==> src/rtl/clint_split_pkg.sv <==
// Shared types for the CLINT burst-to-single-beat splitter: FSM states,
// AXI burst/response encodings and the write-response merge rule.
package clint_split_pkg;

  typedef enum logic [2:0] {
    W_IDLE,
    W_ADDR,
    W_DATA,
    W_RESP,
    W_BRESP
  } wrState_e;

  typedef enum logic [1:0] {
    R_IDLE,
    R_ADDR,
    R_DATA
  } rdState_e;

  localparam logic [1:0] BURST_FIXED = 2'b00;
  localparam logic [1:0] BURST_INCR  = 2'b01;
  localparam logic [1:0] BURST_WRAP  = 2'b10;

  localparam logic [1:0] RESP_OKAY   = 2'b00;
  localparam logic [1:0] RESP_EXOKAY = 2'b01;
  localparam logic [1:0] RESP_SLVERR = 2'b10;
  localparam logic [1:0] RESP_DECERR = 2'b11;

  // Worst response wins; EXOKAY has no meaning for a split burst, so it folds to OKAY.
  function automatic logic [1:0] mergeResp(input logic [1:0] acc, input logic [1:0] resp);
    if (acc == RESP_DECERR || resp == RESP_DECERR) return RESP_DECERR;
    if (acc == RESP_SLVERR || resp == RESP_SLVERR) return RESP_SLVERR;
    return RESP_OKAY;
  endfunction

endpackage

==> src/rtl/clint_split_addr_gen.sv <==
// Combinational next-beat address for AXI FIXED, INCR and WRAP bursts;
// the reserved burst encoding behaves as INCR.
module clint_split_addr_gen
  import clint_split_pkg::*;
#(
  parameter int AXI_ADDR_WIDTH = 64
) (
  input  logic [AXI_ADDR_WIDTH-1:0] addr_i,
  input  logic [7:0]                len_i,
  input  logic [2:0]                size_i,
  input  logic [1:0]                burst_i,
  output logic [AXI_ADDR_WIDTH-1:0] nextAddr_o
);

  logic [AXI_ADDR_WIDTH-1:0] stepSize;
  logic [AXI_ADDR_WIDTH-1:0] winSize;
  logic [AXI_ADDR_WIDTH-1:0] winMask;
  logic [AXI_ADDR_WIDTH-1:0] incrAddr;

  // The wrap window is (len+1) beats and naturally aligned, so a mask keeps the upper bits.
  always_comb begin
    stepSize = AXI_ADDR_WIDTH'(1) << size_i;
    winSize  = AXI_ADDR_WIDTH'({1'b0, len_i} + 9'd1) << size_i;
    winMask  = winSize - AXI_ADDR_WIDTH'(1);
    incrAddr = addr_i + stepSize;
    case (burst_i)
      BURST_FIXED: nextAddr_o = addr_i;
      BURST_WRAP:  nextAddr_o = (addr_i & ~winMask) | (incrAddr & winMask);
      default:     nextAddr_o = incrAddr;
    endcase
  end

endmodule

==> src/rtl/clint_axi_beat_splitter.sv <==
// Splits upstream AXI bursts into single-beat transactions for the CLINT slave
// port; write and read paths are independent FSMs.
module clint_axi_beat_splitter
  import clint_split_pkg::*;
#(
  parameter int AXI_ADDR_WIDTH = 64,
  parameter int AXI_DATA_WIDTH = 64,
  parameter int AXI_ID_WIDTH   = 10,
  parameter int AXI_STRB_WIDTH = AXI_DATA_WIDTH / 8
) (
  input  logic                      clk,
  input  logic                      rstn,
  // upstream write address
  input  logic [AXI_ID_WIDTH-1:0]   s_aw_id,
  input  logic [AXI_ADDR_WIDTH-1:0] s_aw_addr,
  input  logic [7:0]                s_aw_len,
  input  logic [2:0]                s_aw_size,
  input  logic [1:0]                s_aw_burst,
  input  logic [5:0]                s_aw_atop,
  input  logic                      s_aw_valid,
  output logic                      s_aw_ready,
  // upstream write data
  input  logic [AXI_DATA_WIDTH-1:0] s_w_data,
  input  logic [AXI_STRB_WIDTH-1:0] s_w_strb,
  input  logic                      s_w_last,
  input  logic                      s_w_valid,
  output logic                      s_w_ready,
  // upstream write response
  output logic [AXI_ID_WIDTH-1:0]   s_b_id,
  output logic [1:0]                s_b_resp,
  output logic                      s_b_valid,
  input  logic                      s_b_ready,
  // upstream read address
  input  logic [AXI_ID_WIDTH-1:0]   s_ar_id,
  input  logic [AXI_ADDR_WIDTH-1:0] s_ar_addr,
  input  logic [7:0]                s_ar_len,
  input  logic [2:0]                s_ar_size,
  input  logic [1:0]                s_ar_burst,
  input  logic                      s_ar_valid,
  output logic                      s_ar_ready,
  // upstream read data
  output logic [AXI_ID_WIDTH-1:0]   s_r_id,
  output logic [AXI_DATA_WIDTH-1:0] s_r_data,
  output logic [1:0]                s_r_resp,
  output logic                      s_r_last,
  output logic                      s_r_valid,
  input  logic                      s_r_ready,
  // downstream write address
  output logic [AXI_ID_WIDTH-1:0]   m_aw_id,
  output logic [AXI_ADDR_WIDTH-1:0] m_aw_addr,
  output logic [7:0]                m_aw_len,
  output logic [2:0]                m_aw_size,
  output logic [1:0]                m_aw_burst,
  output logic [5:0]                m_aw_atop,
  output logic                      m_aw_valid,
  input  logic                      m_aw_ready,
  // downstream write data
  output logic [AXI_DATA_WIDTH-1:0] m_w_data,
  output logic [AXI_STRB_WIDTH-1:0] m_w_strb,
  output logic                      m_w_last,
  output logic                      m_w_valid,
  input  logic                      m_w_ready,
  // downstream write response
  input  logic [AXI_ID_WIDTH-1:0]   m_b_id,
  input  logic [1:0]                m_b_resp,
  input  logic                      m_b_valid,
  output logic                      m_b_ready,
  // downstream read address
  output logic [AXI_ID_WIDTH-1:0]   m_ar_id,
  output logic [AXI_ADDR_WIDTH-1:0] m_ar_addr,
  output logic [7:0]                m_ar_len,
  output logic [2:0]                m_ar_size,
  output logic [1:0]                m_ar_burst,
  output logic                      m_ar_valid,
  input  logic                      m_ar_ready,
  // downstream read data
  input  logic [AXI_ID_WIDTH-1:0]   m_r_id,
  input  logic [AXI_DATA_WIDTH-1:0] m_r_data,
  input  logic [1:0]                m_r_resp,
  input  logic                      m_r_last,
  input  logic                      m_r_valid,
  output logic                      m_r_ready
);

  wrState_e                  wState_q, wState_d;
  logic [AXI_ID_WIDTH-1:0]   wId_q, wId_d;
  logic [AXI_ADDR_WIDTH-1:0] wAddr_q, wAddr_d;
  logic [7:0]                wLen_q, wLen_d;
  logic [2:0]                wSize_q, wSize_d;
  logic [1:0]                wBurst_q, wBurst_d;
  logic [7:0]                wCnt_q, wCnt_d;
  logic [1:0]                wResp_q, wResp_d;
  logic                      wAtop_q, wAtop_d;

  rdState_e                  rState_q, rState_d;
  logic [AXI_ID_WIDTH-1:0]   rId_q, rId_d;
  logic [AXI_ADDR_WIDTH-1:0] rAddr_q, rAddr_d;
  logic [7:0]                rLen_q, rLen_d;
  logic [2:0]                rSize_q, rSize_d;
  logic [1:0]                rBurst_q, rBurst_d;
  logic [7:0]                rCnt_q, rCnt_d;

  // Holds the address-channel readies low until the first edge after reset release.
  logic                      readyEn_q;

  logic [AXI_ADDR_WIDTH-1:0] wNextAddr;
  logic [AXI_ADDR_WIDTH-1:0] rNextAddr;

  clint_split_addr_gen #(.AXI_ADDR_WIDTH(AXI_ADDR_WIDTH)) uWrAddrGen (
    .addr_i    (wAddr_q),
    .len_i     (wLen_q),
    .size_i    (wSize_q),
    .burst_i   (wBurst_q),
    .nextAddr_o(wNextAddr)
  );

  clint_split_addr_gen #(.AXI_ADDR_WIDTH(AXI_ADDR_WIDTH)) uRdAddrGen (
    .addr_i    (rAddr_q),
    .len_i     (rLen_q),
    .size_i    (rSize_q),
    .burst_i   (rBurst_q),
    .nextAddr_o(rNextAddr)
  );

  always_ff @(posedge clk or negedge rstn) begin
    if (!rstn) begin
      readyEn_q <= 1'b0;
      wState_q  <= W_IDLE;
      wId_q     <= '0;
      wAddr_q   <= '0;
      wLen_q    <= '0;
      wSize_q   <= '0;
      wBurst_q  <= '0;
      wCnt_q    <= '0;
      wResp_q   <= '0;
      wAtop_q   <= 1'b0;
      rState_q  <= R_IDLE;
      rId_q     <= '0;
      rAddr_q   <= '0;
      rLen_q    <= '0;
      rSize_q   <= '0;
      rBurst_q  <= '0;
      rCnt_q    <= '0;
    end else begin
      readyEn_q <= 1'b1;
      wState_q  <= wState_d;
      wId_q     <= wId_d;
      wAddr_q   <= wAddr_d;
      wLen_q    <= wLen_d;
      wSize_q   <= wSize_d;
      wBurst_q  <= wBurst_d;
      wCnt_q    <= wCnt_d;
      wResp_q   <= wResp_d;
      wAtop_q   <= wAtop_d;
      rState_q  <= rState_d;
      rId_q     <= rId_d;
      rAddr_q   <= rAddr_d;
      rLen_q    <= rLen_d;
      rSize_q   <= rSize_d;
      rBurst_q  <= rBurst_d;
      rCnt_q    <= rCnt_d;
    end
  end

  // Atomics are not supported by the CLINT: their data beats are drained in W_DATA
  // without a downstream transaction and the response is preset to SLVERR.
  always_comb begin
    wState_d   = wState_q;
    wId_d      = wId_q;
    wAddr_d    = wAddr_q;
    wLen_d     = wLen_q;
    wSize_d    = wSize_q;
    wBurst_d   = wBurst_q;
    wCnt_d     = wCnt_q;
    wResp_d    = wResp_q;
    wAtop_d    = wAtop_q;
    s_aw_ready = 1'b0;
    s_w_ready  = 1'b0;
    s_b_valid  = 1'b0;
    m_aw_valid = 1'b0;
    m_w_valid  = 1'b0;
    m_b_ready  = 1'b0;
    case (wState_q)
      W_IDLE: begin
        s_aw_ready = readyEn_q;
        if (s_aw_valid && readyEn_q) begin
          wId_d    = s_aw_id;
          wAddr_d  = s_aw_addr;
          wLen_d   = s_aw_len;
          wSize_d  = s_aw_size;
          wBurst_d = s_aw_burst;
          wCnt_d   = '0;
          wAtop_d  = |s_aw_atop;
          wResp_d  = (|s_aw_atop) ? RESP_SLVERR : RESP_OKAY;
          wState_d = (|s_aw_atop) ? W_DATA : W_ADDR;
        end
      end
      W_ADDR: begin
        m_aw_valid = 1'b1;
        if (m_aw_ready) wState_d = W_DATA;
      end
      W_DATA: begin
        if (wAtop_q) begin
          s_w_ready = 1'b1;
          if (s_w_valid) begin
            if (wCnt_q == wLen_q) wState_d = W_BRESP;
            else wCnt_d = wCnt_q + 8'd1;
          end
        end else begin
          m_w_valid = s_w_valid;
          s_w_ready = m_w_ready;
          if (s_w_valid && m_w_ready) begin
            if (s_w_last && (wCnt_q != wLen_q)) wResp_d = mergeResp(wResp_q, RESP_SLVERR);
            wState_d = W_RESP;
          end
        end
      end
      W_RESP: begin
        m_b_ready = 1'b1;
        if (m_b_valid) begin
          wResp_d = mergeResp(wResp_q, m_b_resp);
          if (wCnt_q == wLen_q) begin
            wState_d = W_BRESP;
          end else begin
            wCnt_d   = wCnt_q + 8'd1;
            wAddr_d  = wNextAddr;
            wState_d = W_ADDR;
          end
        end
      end
      W_BRESP: begin
        s_b_valid = 1'b1;
        if (s_b_ready) wState_d = W_IDLE;
      end
      default: wState_d = W_IDLE;
    endcase
  end

  always_comb begin
    rState_d   = rState_q;
    rId_d      = rId_q;
    rAddr_d    = rAddr_q;
    rLen_d     = rLen_q;
    rSize_d    = rSize_q;
    rBurst_d   = rBurst_q;
    rCnt_d     = rCnt_q;
    s_ar_ready = 1'b0;
    s_r_valid  = 1'b0;
    m_ar_valid = 1'b0;
    m_r_ready  = 1'b0;
    case (rState_q)
      R_IDLE: begin
        s_ar_ready = readyEn_q;
        if (s_ar_valid && readyEn_q) begin
          rId_d    = s_ar_id;
          rAddr_d  = s_ar_addr;
          rLen_d   = s_ar_len;
          rSize_d  = s_ar_size;
          rBurst_d = s_ar_burst;
          rCnt_d   = '0;
          rState_d = R_ADDR;
        end
      end
      R_ADDR: begin
        m_ar_valid = 1'b1;
        if (m_ar_ready) rState_d = R_DATA;
      end
      R_DATA: begin
        s_r_valid = m_r_valid;
        m_r_ready = s_r_ready;
        if (m_r_valid && s_r_ready) begin
          if (rCnt_q == rLen_q) begin
            rState_d = R_IDLE;
          end else begin
            rCnt_d   = rCnt_q + 8'd1;
            rAddr_d  = rNextAddr;
            rState_d = R_ADDR;
          end
        end
      end
      default: rState_d = R_IDLE;
    endcase
  end

  assign m_aw_id    = wId_q;
  assign m_aw_addr  = wAddr_q;
  assign m_aw_len   = 8'd0;
  assign m_aw_size  = wSize_q;
  assign m_aw_burst = wBurst_q;
  assign m_aw_atop  = 6'd0;
  assign m_w_data   = s_w_data;
  assign m_w_strb   = s_w_strb;
  assign m_w_last   = 1'b1;
  assign s_b_id     = wId_q;
  assign s_b_resp   = wResp_q;

  assign m_ar_id    = rId_q;
  assign m_ar_addr  = rAddr_q;
  assign m_ar_len   = 8'd0;
  assign m_ar_size  = rSize_q;
  assign m_ar_burst = rBurst_q;
  assign s_r_id     = rId_q;
  assign s_r_data   = m_r_data;
  assign s_r_resp   = m_r_resp;
  assign s_r_last   = (rCnt_q == rLen_q);

endmodule

==> config.mk <==
export PLATFORM = sky130hd
export DESIGN_NAME = clint_axi_beat_splitter
export DESIGN_NICKNAME = d
export VERILOG_FILES = /design/src/rtl/clint_split_pkg.sv /design/src/rtl/clint_split_addr_gen.sv /design/src/rtl/clint_axi_beat_splitter.sv
export SDC_FILE = /design/constraint.sdc
export NUM_CORES = 1
export LEC_CHECK = 0
export CAP_MARGIN = 20
export CORE_AREA = 2 2 273 275
export DETAILED_ROUTE_END_ITERATION = 12
export DIE_AREA = 0 0 275 277
export PLACE_DENSITY = 0.48
export SYNTH_ARGS = -nofsm -noshare
export SYNTH_HDL_FRONTEND = slang
export SYNTH_HIERARCHICAL = 1
export SYNTH_SLANG_ARGS = --single-unit
export TNS_END_PERCENT = 20
==> constraint.sdc <==
create_clock -name clk -period 12.7 [get_ports clk]
set_input_delay 2.54 -clock clk [delete_from_list [all_inputs] [get_ports clk]]
set_output_delay 2.54 -clock clk [all_outputs]
set_load 0.005 [all_outputs]
==> impl_metrics.ini <==
[flow_run]
drv_cap = 0

[critical_path]
critPathMostFrequentCell = clkdlybuf4s50_1
max_stage_delay_ns = 0.54
cp_max_fo = 5
crit_start = s_w_valid
critPathKind = input pin to output pin
crit_arrival_ns = 3.77
startpoint_type = input pin
cp.required_ns = 10.16
cp_cell_sequence = clkdlybuf4s50_1, and3_1, clkdlybuf4s50_1
path_buf_inv = 2
r2r-start = wLen_q[0]
cp_slowest_cell = clkdlybuf4s50_1
cp_top_family = buffers and inverters
end_kind = output pin

[timing]
fmax_mhz = 158
period_needed_ns = 6.31
finalMaxSlewViolations = 0
fin_crit_sh_pct = 49.7
worst_slew_margin_rel_pct = 34.9
worst_pin_slew_ns = 0.977
holdWs_ns = 0.516
setup_viol = 0
hold_viol = 0
fin_skew_ns = 0.0155
fin_tns_setup_ns = 0
fin_ws_ns = 6.39
rsz0062_at_grt = no

[cts]
h-tree-depth = 4
cts_setup_buffers = 0
cts_tree = done
cts_hold_buf = 0
clock_path_buffers = 2
cts.sink_count = 199
cts-root-buf = clkbuf_16
clock_latency_ns = 0.50
cts-buffers-inserted = 17
cts_resized = 0
clk_pin_slew_ns = 0.08

[detailed_routing]
drt-vias-per-instance = 4.96
drcViolationCount = 0
drt-pass1-iter-count = 5
drt_iter0_drc = 939
ant_nets = 0
finalWirelength_mm = 61.9
wire_per_inst_um = 20.0
vias = 15362

[place]
post-place-ws_ns = 6.40
io_buffers = 385
place.detailed.hpwl_mm = 45.6
place_congestion = 0.860

[cells_and_area]
drive_above_1_share_pct = 12.3
area_growth_pct = 23.9
nNetsFinal = 2494
fillers = 7696
utilization_pct = 29.0

[global_routing]
grt_use_total_pct = 15.9
antenna_found_initial = 6
grt_pass1_vias = 15644
met1_usage_pct = 18.9
grt_pass1_wl_mm = 94.6
use_met2_pct = 26.9
gr-total-overflow = 0
grt_max_degree = 76
grt-busiest-layer = met2
grt.met3_usage_pct = 5.75

[floorplanning]
die_area_mm2 = 0.0762
core_area_mm2 = 0.0736
ios = 706
fp-row-count = 100
die_h_um = 277
die_w_um = 275
initial_core_util_pct = 23.4

[power]
power_density_mw_per_mm2 = 237
clkPwrFrac_pct = 12.1
intPower_uw = 2750
total_power_uw = 5060
pwr-share-comb_pct = 59.9
p_sw_uw = 2310
vdd_drop_max_uv = 161
seqPwrFrac_pct = 27.9
swShare_pct = 45.7
leakage_uw = 0.00820

[synth]
ys_ff_latch = 199
muxShareOfSynthArea_pct = 15.2
avgSynthCellArea_um2 = 8.78
syn-cell-area_mm2 = 0.0172
synth-xor-area-share_pct = 7.90
yosysSeqAreaShare_pct = 29.0
synth_top_family_by_area = simple AND/OR/NAND/NOR gates
syn_inst = 1959
synth_warnings = 6
synthAdderAreaFrac_pct = 1.98
yosys.area_share.simple_pct = 21.7
synth_ff_type = dfrtp_1
synthArstFlopShare_pct = 100
synth-edff-count = 0
synthDistinctLibCells = 88
synth_compound_area_share_pct = 12.2

[min_path]
min-delay-path-class = flop to flop
min-delay-start = m_ar_id[1]

[status]
outcome = finished clean
[final timing paths]
path / depth (start not counted) / slack [ns] / end
max in group asynchronous: 2 / 9.31 / m_aw_addr[54]
min: 2 / 0.52 / m_ar_id[1]
min reg2reg: 2 / 0.52 / m_ar_id[1]
max reg2reg: 15 / 7.27 / m_aw_addr[63]
max: 3 / 6.39 / m_w_valid
min in group asynchronous: 1 / 1.96 / s_b_resp[0]
[flip-flops by register name, indices dropped and copies added, names as in the netlist, 3 cells and up]
signal	flops
m_ar_addr	64
m_ar_id	10
m_ar_size	3
m_aw_addr	64
m_aw_id	10
m_aw_size	3
rCnt_q	8
rLen_q	8
wCnt_q	8
wLen_q	8
wState_q	3
[synthesized netlist by cell type, drive strengths merged, types with 6 or more instances]
| cell type | instances | area share [%] |
|---|---|---|
| inv | 41 | 0.90 |
| clkbuf | 62 | 1.4 |
| nand4 | 25 | 0.95 |
| o21ai | 121 | 3.5 |
| nor4b | 19 | 1.4 |
| xnor2 | 70 | 3.6 |
| and3 | 34 | 1.2 |
| nand2b | 23 | 0.84 |
| and2 | 23 | 0.84 |
| dfrtp | 199 | 29 |
| ha | 24 | 1.7 |
| or3 | 9 | 0.33 |
| o211ai | 13 | 0.60 |
| a21o | 8 | 0.35 |
| nand3 | 132 | 3.8 |
| nor4 | 27 | 1.6 |
| or4 | 12 | 0.52 |
| nor3b | 17 | 0.74 |
| o31ai | 10 | 0.44 |
| a211oi | 12 | 0.55 |
| nor3 | 54 | 1.6 |
| or2 | 8 | 0.29 |
| a21oi | 48 | 1.5 |
| mux2 | 163 | 11 |
| a31oi | 7 | 0.25 |
| nand2 | 181 | 4.0 |
| a221oi | 8 | 0.41 |
| o22ai | 7 | 0.25 |
| xor2 | 85 | 4.3 |
| and4 | 12 | 0.61 |
| a21boi | 6 | 0.26 |
| a22oi | 9 | 0.39 |
| nor2 | 76 | 1.7 |
| buf | 232 | 9.7 |
| nand3b | 9 | 0.39 |
| o21a | 12 | 0.52 |
| mux2i | 76 | 4.4 |
| nor2b | 13 | 0.47 |
[stage by stage]
stage / std cells / cell area [um2]
after detailed placement: 3063 / 20600
after global routing: 3096 / 21300
after CTS: 3095 / 21300
after floorplan: 1981 / 17300
final: 3097 / 21300
after global placement: 3062 / 20600
[cell families (layout without fill, tap and decap cells)]
| kind of cell | count (synthesis) | count (layout) |
|---|---|---|
| AO/OA/AOI/OAI | 318 | 318 |
| flip-flops | 199 | 199 |
| multiplexers | 240 | 240 |
| other | 2 | 25 |
| AND/OR/NAND/NOR | 682 | 682 |
| adder cells (fa/ha/maj) | 26 | 26 |
| buffers and inverters | 337 | 483 |
| XOR/XNOR | 155 | 155 |
[layer usage]
| metal | vias to the layer above | routed length [um] | share of wire, % |
|---|---|---|---|
| met5 | - | 51 | 0.082 |
| met2 | 576 | 30300 | 49 |
| met1 | 7558 | 25200 | 41 |
| li1 | 7129 | - | - |
| met4 | 8 | 1070 | 1.7 |
| met3 | 91 | 5230 | 8.5 |
[power by group through the flow]
stage,Combinational [uW],Sequential (uW),Clock (uW)
after floorplan,1980,1270,0
after global placement,3000,1410,0
after detailed placement,3030,1430,0
after CTS,3040,1420,644
after global routing,3330,1480,663
final,3030,1410,613
[worst min-delay path, cell delays in order (launching register included)]
cell and delay, ns:
dfrtp_1 0.38, nand2_1 0.06, nand2_1 0.06
[cell usage in the layout (no fill, tap or decap), drive strengths merged, types with 9 or more instances in the layout]
master,instances
clkdlybuf4s50,384
or4,12
nand4,25
conb,24
inv,46
nand3,132
nor4b,19
mux2,163
a211oi,12
a21oi,48
xor2,85
and3,34
o211ai,13
nand2,181
nor3,54
and4,12
nor3b,17
nor2b,13
ha,24
o21ai,121
dfrtp,199
a22oi,9
nor2,76
nand2b,23
clkbuf,18
and2,23
o21a,12
nand3b,9
buf,24
o31ai,10
or3,9
nor4,27
clkinv,9
xnor2,70
mux2i,76
[layout make-up]
type                            instances  area, um2  area share (%)
Sequential cell                       199       4980            23.4
Clock inverter                         14        188           0.881
Timing Repair Buffer                  408       4060            19.1
Clock buffer                           18        439            2.06
Multi-Input combinational cell       1445      10300            48.2
Antenna cell                            1       2.50          0.0117
Tap cell                              969       1210            5.69
Inverter                               43        161           0.758
(Power assumes the default switching activity.)
